===== config.mk =====
export PLATFORM = sky130hd
export DESIGN_NAME = cam_config_ctrl
export DESIGN_NICKNAME = d
export VERILOG_FILES = /design/src/rtl/cam_config_ctrl.sv
export SDC_FILE = /design/constraint.sdc
export NUM_CORES = 1
export LEC_CHECK = 0
export CORE_ASPECT_RATIO = 0.6
export CORE_MARGIN = 2
export CORE_UTILIZATION = 45
export CTS_BUF_LIST = sky130_fd_sc_hd__clkbuf_4 sky130_fd_sc_hd__clkbuf_8
export DETAILED_ROUTE_END_ITERATION = 16
export PLACE_DENSITY = 0.67
export SETUP_SLACK_MARGIN = 0.5
export SYNTH_ARGS = -nofsm -noshare
export SYNTH_HDL_FRONTEND = slang
export SYNTH_SLANG_ARGS = --single-unit

===== constraint.sdc =====
create_clock -name i_clk -period 2.8 [get_ports i_clk]
set_input_delay 0.7 -clock i_clk [delete_from_list [all_inputs] [get_ports i_clk]]
set_output_delay 0.7 -clock i_clk [all_outputs]
set_load 0.02 [all_outputs]

===== src/rtl/cam_config_ctrl.sv =====
// Camera register-configuration sequencer: walks a {reg_addr, reg_data} ROM and
// issues one SCCB write per entry, honouring delay/end markers and NACK retries.
module cam_config_ctrl #(
    parameter int         CLK_FREQ_HZ = 25000000,
    parameter int         ROM_AW      = 7,
    parameter int         MAX_RETRY   = 3,
    parameter logic [7:0] DELAY_TAG   = 8'hF0
) (
    input  logic              i_clk,
    input  logic              i_reset_n,
    input  logic              i_config_start,
    output logic              o_config_done,
    output logic              o_config_error,
    output logic [ROM_AW-1:0] o_rom_addr,
    input  logic [15:0]       i_rom_data,
    output logic              o_sccb_start,
    output logic [7:0]        o_sccb_reg_addr,
    output logic [7:0]        o_sccb_reg_data,
    input  logic              i_sccb_busy,
    input  logic              i_sccb_done,
    input  logic              i_sccb_nack
);

    localparam int TICKS   = (CLK_FREQ_HZ / 1000 > 0) ? (CLK_FREQ_HZ / 1000) : 1;
    localparam int TICK_W  = (TICKS > 1) ? $clog2(TICKS) : 1;
    localparam int RETRY_W = (MAX_RETRY > 0) ? $clog2(MAX_RETRY + 1) : 1;

    localparam logic [TICK_W-1:0]  TICK_LAST   = TICK_W'(TICKS - 1);
    localparam logic [RETRY_W-1:0] RETRY_LIMIT = RETRY_W'(MAX_RETRY);
    localparam logic [ROM_AW-1:0]  LAST_INDEX  = '1;

    typedef enum logic [2:0] {
        S_IDLE,
        S_FETCH,
        S_DECODE,
        S_SEND,
        S_WAIT_SCCB,
        S_DELAY,
        S_NEXT,
        S_DONE
    } state_t;

    state_t             r_state;
    state_t             w_nextState;
    logic [TICK_W-1:0]  r_tickCount;
    logic [7:0]         r_msCount;
    logic [RETRY_W-1:0] r_retryCount;

    logic [7:0] w_romRegAddr;
    logic [7:0] w_romRegData;
    logic       w_isEnd;
    logic       w_isDelay;
    logic       w_tickWrap;

    assign w_romRegAddr = i_rom_data[15:8];
    assign w_romRegData = i_rom_data[7:0];
    assign w_isEnd      = (i_rom_data == 16'hFFFF);
    assign w_isDelay    = (w_romRegAddr == DELAY_TAG);
    assign w_tickWrap   = (r_tickCount == TICK_LAST);

    always_ff @(posedge i_clk or negedge i_reset_n) begin
        if (!i_reset_n) begin
            r_state <= S_IDLE;
        end else begin
            r_state <= w_nextState;
        end
    end

    always_comb begin
        w_nextState = r_state;
        case (r_state)
            S_IDLE: begin
                if (i_config_start) begin
                    w_nextState = S_FETCH;
                end
            end
            S_FETCH: begin
                w_nextState = S_DECODE;
            end
            S_DECODE: begin
                if (w_isEnd) begin
                    w_nextState = S_DONE;
                end else if (w_isDelay) begin
                    w_nextState = (w_romRegData == 8'h00) ? S_NEXT : S_DELAY;
                end else begin
                    w_nextState = S_SEND;
                end
            end
            S_SEND: begin
                if (!i_sccb_busy) begin
                    w_nextState = S_WAIT_SCCB;
                end
            end
            S_WAIT_SCCB: begin
                if (i_sccb_done) begin
                    if (i_sccb_nack && (r_retryCount < RETRY_LIMIT)) begin
                        w_nextState = S_SEND;
                    end else begin
                        w_nextState = S_NEXT;
                    end
                end
            end
            S_DELAY: begin
                if (w_tickWrap && (r_msCount <= 8'd1)) begin
                    w_nextState = S_NEXT;
                end
            end
            S_NEXT: begin
                w_nextState = (o_rom_addr == LAST_INDEX) ? S_DONE : S_FETCH;
            end
            S_DONE: begin
                w_nextState = S_DONE;
            end
            default: begin
                w_nextState = S_IDLE;
            end
        endcase
    end

    // Datapath and registered outputs; o_sccb_start defaults low so it is a single-cycle pulse.
    always_ff @(posedge i_clk or negedge i_reset_n) begin
        if (!i_reset_n) begin
            o_config_done   <= 1'b0;
            o_config_error  <= 1'b0;
            o_rom_addr      <= '0;
            o_sccb_start    <= 1'b0;
            o_sccb_reg_addr <= 8'h00;
            o_sccb_reg_data <= 8'h00;
            r_tickCount     <= '0;
            r_msCount       <= 8'h00;
            r_retryCount    <= '0;
        end else begin
            o_sccb_start <= 1'b0;
            case (r_state)
                S_IDLE: begin
                    if (i_config_start) begin
                        o_rom_addr <= '0;
                    end
                end
                S_DECODE: begin
                    if (!w_isEnd) begin
                        if (w_isDelay) begin
                            r_msCount   <= w_romRegData;
                            r_tickCount <= '0;
                        end else begin
                            o_sccb_reg_addr <= w_romRegAddr;
                            o_sccb_reg_data <= w_romRegData;
                        end
                    end
                end
                S_SEND: begin
                    if (!i_sccb_busy) begin
                        o_sccb_start <= 1'b1;
                    end
                end
                S_WAIT_SCCB: begin
                    if (i_sccb_done) begin
                        if (!i_sccb_nack) begin
                            r_retryCount <= '0;
                        end else if (r_retryCount < RETRY_LIMIT) begin
                            r_retryCount <= r_retryCount + 1'b1;
                        end else begin
                            o_config_error <= 1'b1;
                            r_retryCount   <= '0;
                        end
                    end
                end
                S_DELAY: begin
                    if (w_tickWrap) begin
                        r_tickCount <= '0;
                        r_msCount   <= r_msCount - 8'd1;
                    end else begin
                        r_tickCount <= r_tickCount + 1'b1;
                    end
                end
                S_NEXT: begin
                    if (o_rom_addr != LAST_INDEX) begin
                        o_rom_addr <= o_rom_addr + 1'b1;
                    end
                end
                default: begin
                end
            endcase
            if (w_nextState == S_DONE) begin
                o_config_done <= 1'b1;
            end
        end
    end

endmodule


* Word level (Yosys, flattened, before mapping)
Index checks and enable logic that the tools add are counted.
Cells by class: $lt $le $gt $ge 2, add/sub/neg operators 4, $mul 0, bitwise logic cells 3, shift operators 0, eq/ne operators 18, reduce and logical (&&, ||, !) cells 12, mux-type cells 25, divide/modulo/power cells 0
Operators with widths (count):
- 15-bit 2-to-1 mux | 3
- 15-bit case mux with 2 select lines | 1
- 3-bit 2-to-1 mux | 8
- 8-bit 2-to-1 mux | 3
- 3-bit case mux with 8 select lines | 1
- 16-bit equality test, second input constant | 1
- 8-bit case mux with 2 select lines | 1
- 15-bit by 1-bit adder with 15-bit output, second input constant | 1
- 15-bit equality test, second input constant | 1
- 3-bit equality test, second input constant | 5
- 7-bit 2-to-1 mux | 2
- 7-bit case mux with 2 select lines | 1
- 2-bit inequality test, second input constant | 5
- 3-bit AND reduction | 3
- 8-bit equality test, second input constant | 1
- 8-bit by 1-bit less-or-equal comparator with 1-bit output, second input constant | 1
- 8-bit logical NOT | 1
- 4-bit AND reduction | 2
- 8-bit by 1-bit subtractor with 8-bit output, second input constant | 1
- 7-bit by 1-bit adder with 7-bit output, second input constant | 1
- 7-bit equality test, second input constant | 1
- 7-bit inequality test, second input constant | 1
- 3-bit by 2-bit equality test with 1-bit output, second input constant | 2
- 2-bit 2-to-1 mux | 3
- 9 further kinds | 14
Word-level totals: latch bits 0, bits of input ports 22, bits in registers 54, memory bits (read-only) 0, memories 0, RAM bits 0

* Depth between registers and ports, before layout
word-level depth 6, mapped depth 8

* Worst setup path after synthesis
Ideal clock, no wire load.
kind input -> register, start input port i_rom_data[9], end register r_tickCount[8], required time 2.678 ns, path slack 0.495 ns, setup time 0.122 ns, cell stages on the path 6, data arrival time 2.183 ns, cell sequence or4_1 buf_2 o31ai_4 and3_1 o22ai_1 a32o_1
On the way: cells in the longest elaborated chain, start to end 3
RTL lines:
- start: declaration | RTL line 15 | input logic [15:0] i_rom_data,
- 16-bit equality test or 8-bit equality test (tied branches) | RTL line 57, 58
- 2-bit inequality test (no source line)
- 3-bit AND reduction (no source line) (*)
- end signal: assignment | RTL line 173 | r_tickCount <= r_tickCount + 1'b1;
- end: declaration | RTL line 45 | logic [TICK_W-1:0] r_tickCount;
Every way passes the cells marked *; elsewhere a longest branch is shown, timed or not. A chain may end at the register's enable or synchronous reset.

* Worst setup path in the final report
start input port i_rom_data[8], end register o_config_done
On the way: cells in the longest elaborated chain, start to end 5
RTL lines:
- 8-bit equality test | RTL line 58 | assign w_isDelay = (w_romRegAddr == DELAY_TAG);
- 3-bit 2-to-1 mux | RTL line 83 | end else if (w_isDelay) begin
- 3-bit 2-to-1 mux (*) | RTL line 81 | if (w_isEnd) begin
- 3-bit case mux with 8 select lines (*) | RTL line 71 | case (r_state)
- named net w_nextState[1] | RTL line 44 | state_t w_nextState;
- 3-bit equality test (*) | RTL line 184 | if (w_nextState == S_DONE) begin
- end signal: assignment | RTL line 123 | o_config_done <= 1'b0;
- end signal: assignment | RTL line 185 | o_config_done <= 1'b1;
- end: declaration | RTL line 12 | output logic o_config_done,
Mark *: on every way through the listed nets, which the timed path passes. The rest lies on a longest branch.

==> flow_summary.ini <==
[run_status]
status = complete, no violations

[route]
ant_nets = 0
drc = 0
drt-total-wl_mm = 7.55
firstDrtPassIters = 5
drt_iter0_markers = 149
wl_per_cell_um = 17.4
viasPerCell = 5.77
vias = 2511

[sta]
period_minus_slack_ns = 2.28
hold_viol_final = 0
final.setup.tns_ns = 0
relSlewSlack = 0.566
setup_viol = 0
skew_ns = 0.00709
max_slew.worst_pin.slew_ns = 0.645
rsz0062_at_grt = true
maxSlewViolCount = 0
fmax_mhz = 439
period_share = 0.814

[clock_tree]
htree_levels = 2
clkSinkCount = 54
cts_hold_buf = 0
insertion_delay_ns = 0.32
cts-buffers-inserted = 5
clk_pin_slew_ns = 0.10
cts_tree = built
cts_buffer_depth = 2
clockRootBuffer = clkbuf_8

[synth]
synth_fp_nets = 311
synth_warnings = 0
synth_edf_count = 0
synth.yosys.seq_area_share = 0.474
ys_types = 57
avgSynthCellArea_sq_um = 10.0
synthArstFlopShare = 1.00
synth-seq-cells = 54
synth_area_sq_um = 2850
syn-instance-count = 284
synth_flop_cell = dfrtp_1

[die]
die_area_sq_um = 7010
core_sq_um = 6110
die_h_um = 65.7
initial_utilization = 0.467
pin_count = 48
rows = 22
die_w_um = 107

[critical_path]
critPathCaptureType = flop
arrival_ns = 2.50
cp.required_ns = 3.02
crit_path_start_kind = input port
path_max_fanout = 5
path_class = input port to flop

[global_routing]
globalRouteOverflowTotal = 0
met1_usage = 0.383
top_usage_layer = met1
grt_max_degree = 24
first_global_vias = 2349
antenna_found_initial = 0
grt_usage = 0.237
grt_pass1_wl_mm = 12.5
use_met2 = 0.289
met3_usage = 0.0893

[finish]
antenna_cells = 0
syn2layout_area_growth_pct = 29.5
mostFrequentLayoutCell = dfrtp_1
mostFrequentLayoutCells = 54 x dfrtp_1, 42 x clkdlybuf4s50_1, 23 x o21ai_0, 23 x buf_4, 22 x nand2_1
num-nets-final = 377
final_util = 0.604
design_area_sq_um = 3690
fillCellCount = 551
drive_gt1_frac = 0.188

[placed_design]
dpl_cell_area_sq_um = 3530
hpwl_mm = 5.67
gp_congestion = 0.831
port_buffers = 47

[run]
cap_viol_max_count = 0

[pwr]
p_per_area_nw_per_um2 = 415
p_total_mw = 1.53
ir_worst_vdd_v = 0.000246
p_leak_nw = 1.55

[min_path]
hp-class = input port to async pin
## power by group
part           total, mW  internal [mW]  leakage, nW  switching [mW]
registers          0.819          0.800        0.621          0.0188
clock network      0.552          0.288       0.0593           0.264
logic              0.163         0.0801        0.870          0.0833
total               1.53           1.17         1.55           0.366
## state kept, by name (all words and copies together) (netlist names)
register,cells
o_config_done,1
o_config_error,1
o_rom_addr,7
o_sccb_reg_addr,8
o_sccb_reg_data,8
o_sccb_start,1
r_msCount,8
r_retryCount,2
r_state,3
r_tickCount,15
## logic make-up after synthesis
group	share of synthesized area
adder cells (fa/ha/maj)	0.0219
multiplexers	0.0667
XOR/XNOR	0.0215
flip-flops	0.474
buffers and inverters	0.0320
AND/OR/NAND/NOR	0.197
AO/OA/AOI/OAI	0.187
## area by class of cell
| type | count | area, sq um | area share |
|---|---|---|---|
| Sequential cell | 54 | 1350 | 0.366 |
| Tap cell | 84 | 105 | 0.0285 |
| Clock buffer | 7 | 83.8 | 0.0227 |
| Timing Repair Buffer | 70 | 633 | 0.171 |
| Multi-Input combinational cell | 210 | 1460 | 0.394 |
| Inverter | 9 | 33.8 | 0.00915 |
| Clock inverter | 1 | 30.0 | 0.00813 |
## metrics by stage
stage / std cells / hold slack, ns / worst slack, ns
6_report: 435 / 0.343 / 0.520
5_1_grt: 435 / 0.375 / 0.466
4_1_cts: 434 / 0.365 / 0.502
3_5_place_dp: 426 / 0.458 / -0.0632
3_3_place_gp: 426 / 0.452 / -0.0136
2_1_floorplan: 284 / 0.404 / 0.502
## timing repair
item	CTS	global route
setup buffers	0	1
pin swaps	5	1
endpoints found under the setup margin	34	24
cloned	0	0
resized for setup	10	3
endpoints found under the hold margin	0	0
## cell usage after synthesis, types with 3 or more instances
cell       count  area share
a31o_2         3      0.0092
clkbuf_1       7      0.0092
nand2_1       22       0.029
o21a_1         3      0.0079
and3_1         4      0.0088
nor4_1         7       0.015
nand3_1       13       0.023
xnor2_1        4       0.012
a211oi_1       4       0.011
xor2_1         3      0.0092
nor2_1        20       0.026
o21ai_0       23       0.040
mux2_2        16       0.063
ha_1           5       0.022
nand4_1        7       0.015
o2bb2ai_1      3      0.0092
nor2b_1        4      0.0088
dfrtp_1       54        0.47
nand2b_1       3      0.0066
a31oi_1        4      0.0088
nor3_1         7       0.012
inv_1          9       0.012
a21oi_1       10       0.018
a22o_1         5       0.015
## worst max-delay path, stage by stage
cell	delay (ns)
dlygate4sd2_1	0.24
or4_4	0.59
a211oi_2	0.22
o22ai_1	0.12
or3_1	0.41
a31o_2	0.21
## final timing paths
kind                                            start                              to  slack (ns)  cells past startpoint
setup / recovery                        i_rom_data[8]       o_config_done$_DFFE_PN0N_        0.52                      6
hold / removal                              i_reset_n  o_sccb_reg_addr[4]$_DFFE_PN0P_        0.34                      1
setup reg to reg           r_tickCount[4]$_DFFE_PN0P_      r_tickCount[8]$_DFFE_PN0P_        0.62                      6
hold reg to reg            o_config_error$_DFFE_PN0P_      o_config_error$_DFFE_PN0P_        0.47                      1
max in group asynchronous                   i_reset_n      r_tickCount[3]$_DFFE_PN0P_        1.79                      2
min in group i_clk         o_config_error$_DFFE_PN0P_      o_config_error$_DFFE_PN0P_        0.47                      1
## routing by layer
layer | part of all wire | vias to the layer above
li1 | - | 1196
met1 | 0.52 | 1202
met2 | 0.36 | 107
met3 | 0.11 | 6
met4 | 0.0074 | 0
met5 | 0 | -
(Power assumes the default switching activity.)
